--- config.mk ---
export PLATFORM = sky130hd
export DESIGN_NAME = priority_encoder_rr
export DESIGN_NICKNAME = d
export VERILOG_FILES = /design/src/rtl/priority_pkg.sv /design/src/rtl/priority_encoder_n.sv /design/src/rtl/priority_encoder_rr.sv
export SDC_FILE = /design/constraint.sdc
export NUM_CORES = 1
export LEC_CHECK = 0
export ABC_CLOCK_PERIOD_IN_PS = 3550
export CAP_MARGIN = 25
export CELL_PAD_IN_SITES_DETAIL_PLACEMENT = 0
export CELL_PAD_IN_SITES_GLOBAL_PLACEMENT = 1
export CORE_ASPECT_RATIO = 1.2
export CORE_MARGIN = 1.5
export CORE_UTILIZATION = 36
export CTS_CLUSTER_SIZE = 25
export DETAILED_ROUTE_END_ITERATION = 10
export PLACE_DENSITY_LB_ADDON = 0.08
export SKIP_CTS_REPAIR_TIMING = 1
export SLEW_MARGIN = 20
export SYNTH_ARGS = -nofsm -noshare
export SYNTH_HDL_FRONTEND = slang
export SYNTH_SLANG_ARGS = --single-unit
--- constraint.sdc ---
create_clock -name clk -period 3.55 [get_ports clk]
set_clock_uncertainty 0.2 [all_clocks]
set_input_delay 0.71 -clock clk [delete_from_list [all_inputs] [get_ports clk]]
set_output_delay 0.71 -clock clk [all_outputs]
set_load 0.005 [all_outputs]
--- src/rtl/priority_pkg.sv ---
// rtl/priority_pkg.sv - shared mode constants and FSM state type for the priority encoders
package priority_pkg;

  localparam logic MODE_FIXED = 1'b0;
  localparam logic MODE_RR    = 1'b1;

  typedef enum logic {
    ST_IDLE,
    ST_HOLD
  } state_t;

endpackage

--- src/rtl/priority_encoder_n.sv ---
// rtl/priority_encoder_n.sv - combinational N-input encoder returning the highest set index
module priority_encoder_n #(
  parameter int N     = 8,
  parameter int IDX_W = $clog2(N)
) (
  input  logic [N-1:0]     vec,
  output logic [IDX_W-1:0] idx,
  output logic             found
);

  always_comb begin
    idx   = '0;
    found = 1'b0;
    for (int i = 0; i < N; i++) begin
      if (vec[i]) begin
        idx   = IDX_W'(i);
        found = 1'b1;
      end
    end
  end

endmodule

--- src/rtl/priority_encoder_rr.sv ---
// rtl/priority_encoder_rr.sv - registered N-input fixed/round-robin priority encoder with valid/ready output
module priority_encoder_rr
  import priority_pkg::*;
#(
  parameter int N     = 8,
  parameter int IDX_W = $clog2(N)
) (
  input  logic             clk,
  input  logic             rst_n,
  input  logic [N-1:0]     req,
  input  logic             mode,
  output logic             any_req,
  output logic             out_valid,
  input  logic             out_ready,
  output logic [IDX_W-1:0] out_idx,
  output logic [N-1:0]     out_onehot
);

  state_t           state, state_nxt;
  logic [IDX_W-1:0] ptr;
  logic [IDX_W-1:0] base;
  logic [IDX_W-1:0] idx_dec;
  logic [IDX_W-1:0] enc_idx;
  logic [IDX_W-1:0] winner;
  logic [IDX_W:0]   shamt;
  logic [IDX_W:0]   sum;
  logic [2*N-1:0]   req2;
  logic [N-1:0]     rotated;
  logic             found;
  logic             accept;
  logic             load;

  assign any_req   = |req;
  assign out_valid = (state == ST_HOLD);
  assign accept    = out_valid && out_ready;
  assign idx_dec   = (out_idx == '0) ? IDX_W'(N - 1) : out_idx - IDX_W'(1);

  always_comb begin
    base = IDX_W'(N - 1);
    if (mode == MODE_RR) begin
      base = accept ? idx_dec : ptr;
    end
  end

  // Rotate so req[base] lands on bit N-1; the doubled vector keeps the wrap mod N.
  assign shamt   = {1'b0, base} + (IDX_W + 1)'(1);
  assign req2    = {req, req};
  assign rotated = req2[shamt +: N];

  priority_encoder_n #(
    .N     (N),
    .IDX_W (IDX_W)
  ) u_enc (
    .vec   (rotated),
    .idx   (enc_idx),
    .found (found)
  );

  assign sum    = {1'b0, enc_idx} + shamt;
  assign winner = (sum >= (IDX_W + 1)'(N)) ? IDX_W'(sum - (IDX_W + 1)'(N)) : sum[IDX_W-1:0];

  always_comb begin
    state_nxt = state;
    load      = 1'b0;
    case (state)
      ST_IDLE: begin
        if (found) begin
          state_nxt = ST_HOLD;
          load      = 1'b1;
        end
      end
      ST_HOLD: begin
        if (out_ready) begin
          if (found) load = 1'b1;
          else       state_nxt = ST_IDLE;
        end
      end
      default: state_nxt = ST_IDLE;
    endcase
  end

  always_ff @(posedge clk or negedge rst_n) begin
    if (!rst_n) state <= ST_IDLE;
    else        state <= state_nxt;
  end

  // out_idx survives the return to IDLE; only the one-hot view is cleared.
  always_ff @(posedge clk or negedge rst_n) begin
    if (!rst_n) begin
      out_idx    <= '0;
      out_onehot <= '0;
      ptr        <= IDX_W'(N - 1);
    end else begin
      if (load) begin
        out_idx    <= winner;
        out_onehot <= N'(1) << winner;
      end else if (state_nxt == ST_IDLE) begin
        out_onehot <= '0;
      end
      if (accept && (mode == MODE_RR)) begin
        ptr <= idx_dec;
      end
    end
  end

endmodule

After elaboration in Yosys (flattened, before gate mapping):

Index checks and enable logic that the tools add are counted.

* input port bits: 12
* output and inout bits: 13
* register bits after elaboration: 15

* shift operators: 2
* reductions and logical operators: 4
* bitwise logic cells: 1
* equality and inequality tests: 1
* add/subtract/negate cells: 4
* muxes and demuxes: 26
* magnitude comparators: 1

Operators by type and width (number)
* $mux W3: 8
* $mux W8: 2
* $shiftx A16 B5 Y8: 1
* $mux W1: 12
* $reduce_or A8 Y1: 1
* $shl A1 B3 Y8 const A: 1
* $sub A3 B1 Y3 const B: 2
* $add A3 B1 Y4 const B: 1
* $add A3 B4 Y4: 1
* $ge A4 B4 Y1 const B: 1
* $mux W2: 2
* $pmux W1 S2: 2
* $logic_not A3 Y1: 1
* $logic_and A1 B1 Y1: 2
* $ne A2 B1 Y1 const B: 1
* $not A1 Y1: 1

Longest topological paths before layout:

* depth in word-level cells: 19
* gate-level depth with buffers: 17
* mapped depth without buffers: 16

Hierarchy:

Synthesis repeated with hierarchy kept, for this count alone.

* cells, all modules: 111
* area, all modules: 1069.8 um2

Modules (own cells, without submodules)
* priority_encoder_rr: area an instance 1012.2 um2, times used 1, sequential area each 379.1 um2, cells each 99
* priority_encoder_n: area an instance 57.6 um2, times used 1, sequential area each 0.0 um2, cells each 12

Least setup slack after synthesis:

No wires, ideal clock.

* kind: register to register
* from: reg out_idx[0]
* to: reg out_onehot[7]
* setup time: 69 ps
* buffers on the path: 1
* path slack: -196 ps
* arrival time: 3477 ps
* stages on the path, launching flop included: 16
* required time: 3281 ps
* path through: dfrtp_1 -> inv_1 -> ha_1 -> ha_1 -> and4b_4 -> o21ai_4 -> buf_2 -> or3_1 -> a311o_1 -> a211oi_1 -> o22a_1 -> ha_1 -> fa_1 -> nor4_1 -> o21ai_0 -> nand3_1

* cells in the longest elaborated chain, start to end: 18
* elaborated cells between the ends (all ways): 34
* classes of those cells: 4 x add/sub; 1 x order compare; 1 x eq/ne; 2 x shift; 25 x mux; 1 x reduce/logical

Ends and longest elaborated chain
* from (decl): line priority_encoder_rr.sv:15 `output logic [IDX_W-1:0] out_idx,`
* from (signal assigned): line priority_encoder_rr.sv:95 `out_idx <= winner;`
* $sub A3 B1 Y3 / $logic_not A3 Y1 (equally long branches): line priority_encoder_rr.sv:36 `assign idx_dec = (out_idx == '0) ? IDX_W'(N - 1) : out_idx - IDX_W'(1);`
* $mux W3 (*): line priority_encoder_rr.sv:36
* $mux W3 (*): line priority_encoder_rr.sv:41 `base = accept ? idx_dec : ptr;`
* $mux W3 (*): line priority_encoder_rr.sv:40 `if (mode == MODE_RR) begin`
* $add A3 B1 Y4 (*): line priority_encoder_rr.sv:46 `assign shamt = {1'b0, base} + (IDX_W + 1)'(1);`
* $shiftx A16 B5 Y8: line priority_encoder_rr.sv:48 `assign rotated = req2[shamt +: N];`
* $mux W1: line priority_encoder_n.sv:15 `if (vec[i]) begin`
* $mux W2 / $mux W1 (equally long branches) (2 in a row): line priority_encoder_n.sv:15
* $mux W3 / $mux W1 (equally long branches) (4 in a row): line priority_encoder_n.sv:15
* $add A3 B4 Y4 / $mux W1 (equally long branches): line priority_encoder_rr.sv:59, priority_encoder_n.sv:15
* $ge A4 B4 Y1 (tied with other cells): line priority_encoder_rr.sv:60 `assign winner = (sum >= (IDX_W + 1)'(N)) ? IDX_W'(sum - (IDX_W + 1)'(N)) : sum[IDX_W-1:0];`
* $mux W3 / $mux W1 (equally long branches): line priority_encoder_rr.sv:60, priority_encoder_rr.sv:73
* $shl A1 B3 Y8 / $pmux W1 S2 (equally long branches): line priority_encoder_rr.sv:96, priority_encoder_rr.sv:65
* $mux W8 / $ne A2 B1 Y1 (equally long branches)
* to (signal assigned): line priority_encoder_rr.sv:96 `out_onehot <= N'(1) << winner;`
* to (decl): line priority_encoder_rr.sv:16 `output logic [N-1:0] out_onehot`

Every way passes the cells marked *; elsewhere a longest branch is shown, timed or not.
A chain may end at the register's enable or synchronous reset.

Worst setup path in the final report:

* from: reg out_idx[1]
* to: reg out_onehot[2]

Same word-level chain as after synthesis.

==> results.cfg <==
[outcome]
status = finished with violations
failing_checks = negative setup slack

[floorplan]
fp-row-count = 26
die-width_um = 63.7
floorplan.die.height_um = 75.8
floorplan.die_area_mm2 = 0.00483
core_mm2 = 0.00426
initial_core_util = 0.373
num_io_pins = 25

[placed_design]
io_buffers = 24
place.gp.congestion = 0.919
place_area_mm2 = 0.00226
detailed_place_hpwl_um = 4030

[worst_hold_path]
worst_min_delay_path_class = reg -> reg
hold-path-cell-count = 2

[route]
remaining_drc_errors = 0
drtPass1Iterations = 4
wl_per_cell_um = 16.4
via_count = 1776
drt_iter0_drc = 107
route.detailed.vias_per_inst = 5.55
drtAntennaViolNets = 0
totalWireLength_um = 5260

[timing]
rsz_0062_raised_after_global_routing = yes
relSlewSlack = 0.461
setup_total_negative_slack_ns = -1.48
post-route-min-period_ns = 3.74
tightest_slew_ns = 0.800
hold_viol_final = 0
layout_setup_ws_ns = -0.191
finalCritPeriodShare = 1.05
drv_slew = 0
finalSetupViolations = 10
clock.fmax_mhz = 267

[logic_synthesis]
synth_top_family_by_area = compound AO/OA/AOI/OAI gates
seq_area_frac_synth = 0.238
synthDominantAreaCellType = sky130_fd_sc_hd__dfrtp_1
ys.flop_type = sky130_fd_sc_hd__dfrtp_1
yosys.area_share.simple = 0.260
post_synth_instance_area_mm2 = 0.00159
synthXorXnorAreaFrac = 0.0110
synth_edf_count = 0
arithmetic_cell_share_of_the_synthesized_area_counting_full_adders_half_adders_and_majority_gates = 0.0362
synth.top_cell.area_share = 0.189
netlist_top_cells_area = sky130_fd_sc_hd__dfrtp_1 19%, sky130_fd_sc_hd__nand3_1 6.0%, sky130_fd_sc_hd__dfstp_2 5.0%
ys_types = 57
syn_nets = 214
syn_inst = 198
synth_compound_gate_area_share = 0.284
synth_area_per_cell_um2 = 8.04
asyncSetResetFlopFracSynth = 1.00
number_of_warnings_issued_by_yosys = 0
synth.area.mux_share = 0.0802
postSynthRegisterBits = 15

[worst_setup_path]
endpoint_kind = flip-flop
critical_path_arrival_ns = 3.73
worstPathRequired_ns = 3.54
cp_max_fo = 8
rr_worst_depth = 16
startpoint_type = flip-flop
crit_type = reg -> reg

[clocking]
cts_tree = done
clock_latency_ns = 0.25
ctsLongestPathBuffers = 2
numClockSinks = 15
cts_root_buf = sky130_fd_sc_hd__clkbuf_8
worst_setup_hold_path_clk_slew_ns = 0.07
cts-htree-levels = 1
numCtsBuffers = 3

[global_routing]
grt_pass1_wl_um = 8610
first_global_vias = 1811
grt_antenna_before_repair = 0
overflow = 0
groute.usage.overall = 0.224
grt_start_max_net_pins = 16

[final_layout]
n_antenna_cell = 0
syn2layout_area_growth_pct = 51.2
nets = 281
commonest_non_fill_non_tap_cell_in_the_layout = sky130_fd_sc_hd__buf_4
fraction_of_final_layout_cells_sized_beyond_drive_strength_1 = 0.390
final_std_cell_area_no_fill_mm2 = 0.00241
layout.cells.most_common_list = 55 x sky130_fd_sc_hd__buf_4, 22 x sky130_fd_sc_hd__clkdlybuf4s50_1, 19 x sky130_fd_sc_hd__nand3_1

[run]
max_cap_viols = 0

[power]
vdd_ir_drop_max_uv = 364
power_density_mw_per_mm2 = 611
power.leakage_nw = 1.01
[metal layers]
| layer | GRT usage | up-vias | wire length [µm] |
|---|---|---|---|
| li1 | - | 866 | - |
| met1 | 0.285 | 871 | 2330 |
| met2 | 0.414 | 33 | 2750 |
| met3 | 0.0325 | 6 | 139 |
| met4 | 0.0386 | 0 | 47 |
| met5 | 0 | - | 0 |
[sequential cells by signal, summed over array words and instances, names as in the netlist]
register	count
out_idx	3
ptr	3
out_valid	1
out_onehot	8
[path summary, 6_finish.rpt]
kind | start | slack [ns] | endpoint
min in group asynchronous | rst_n | 0.69 | out_onehot[1]
max in group asynchronous | rst_n | 2.01 | out_idx[0]
worst min register to register | ptr[1] | 0.28 | ptr[1]
worst max register to register | out_idx[1] | -0.19 | out_onehot[2]
worst min-delay path | ptr[1] | 0.28 | ptr[1]
worst max-delay path | out_idx[1] | -0.19 | out_onehot[2]
[critical path, cell delays in order, from the launching register on]
cell                       delay (ns)
sky130_fd_sc_hd__dfrtp_1         0.39
sky130_fd_sc_hd__inv_2           0.09
sky130_fd_sc_hd__ha_4            0.15
sky130_fd_sc_hd__ha_4            0.19
sky130_fd_sc_hd__and3_4          0.15
sky130_fd_sc_hd__o21a_4          0.24
sky130_fd_sc_hd__buf_6           0.15
sky130_fd_sc_hd__o311a_1         0.12
sky130_fd_sc_hd__a311o_1         0.33
sky130_fd_sc_hd__a211oi_2        0.23
sky130_fd_sc_hd__o22a_1          0.18
sky130_fd_sc_hd__ha_2            0.18
sky130_fd_sc_hd__fa_2            0.47
sky130_fd_sc_hd__nand3b_1        0.24
sky130_fd_sc_hd__nor2_2          0.17
sky130_fd_sc_hd__nand3_1         0.09
sky130_fd_sc_hd__nand3_1         0.11
[cell families after synthesis]
| family | count (synthesis) |
|---|---|
| muxes | 10 |
| and+or+nand+nor | 80 |
| DFF | 15 |
| AOI/OAI and AO/OA | 60 |
| xor gates and xnor gates | 2 |
| adders and majority gates | 4 |
| buffers and inverters | 27 |
[stage by stage]
step	utilization	setup WS, ns	power (mW)	instances	hold WS (ns)
3_3_place_gp	0.529	-0.709	1.20	315	0.269
3_5_place_dp	0.529	-0.784	1.21	315	0.272
5_1_grt	0.565	-0.405	1.57	320	0.326
4_1_cts	0.540	-0.537	1.36	319	0.282
2_1_floorplan	-	-0.125	0.816	198	0.214
6_report	0.565	-0.191	1.47	320	0.279
[cell usage after synthesis, drive strengths merged (2+ instances only)]
cell    number
or3          3
buf          9
a221oi       2
a211oi       6
nor2        14
o21ai       17
dfrtp       12
clkbuf       9
dfstp        3
mux2         2
a21oi        9
a21o         2
nand2       17
mux2i        6
a311o        2
nor4         2
a311oi       3
nand3b       2
and3         2
nor3         8
xnor2        2
ha           3
mux4         2
nor2b        4
inv          9
o311ai       2
nor3b        3
nand3       20
a31oi        3
o211ai       4
[cell type report]
class	instances	area (µm²)
Clock inverter	1	5.00
Timing Repair Buffer	80	662
Clock buffer	3	41.3
Tap cell	56	70.1
Sequential cell	15	379
Fill cell	404	1860
Inverter	9	33.8
Multi-Input combinational cell	156	1210
[power breakdown]
| part | leakage (nW) | switching [mW] | internal, mW | total (mW) |
|---|---|---|---|---|
| clock | 0.0255 | 0.0641 | 0.0777 | 0.142 |
| combinational | 0.809 | 0.507 | 0.535 | 1.04 |
| sequential | 0.181 | 0.0397 | 0.246 | 0.286 |
| total | 1.01 | 0.611 | 0.859 | 1.47 |
Note: power is estimated with default switching activity, not from simulation.
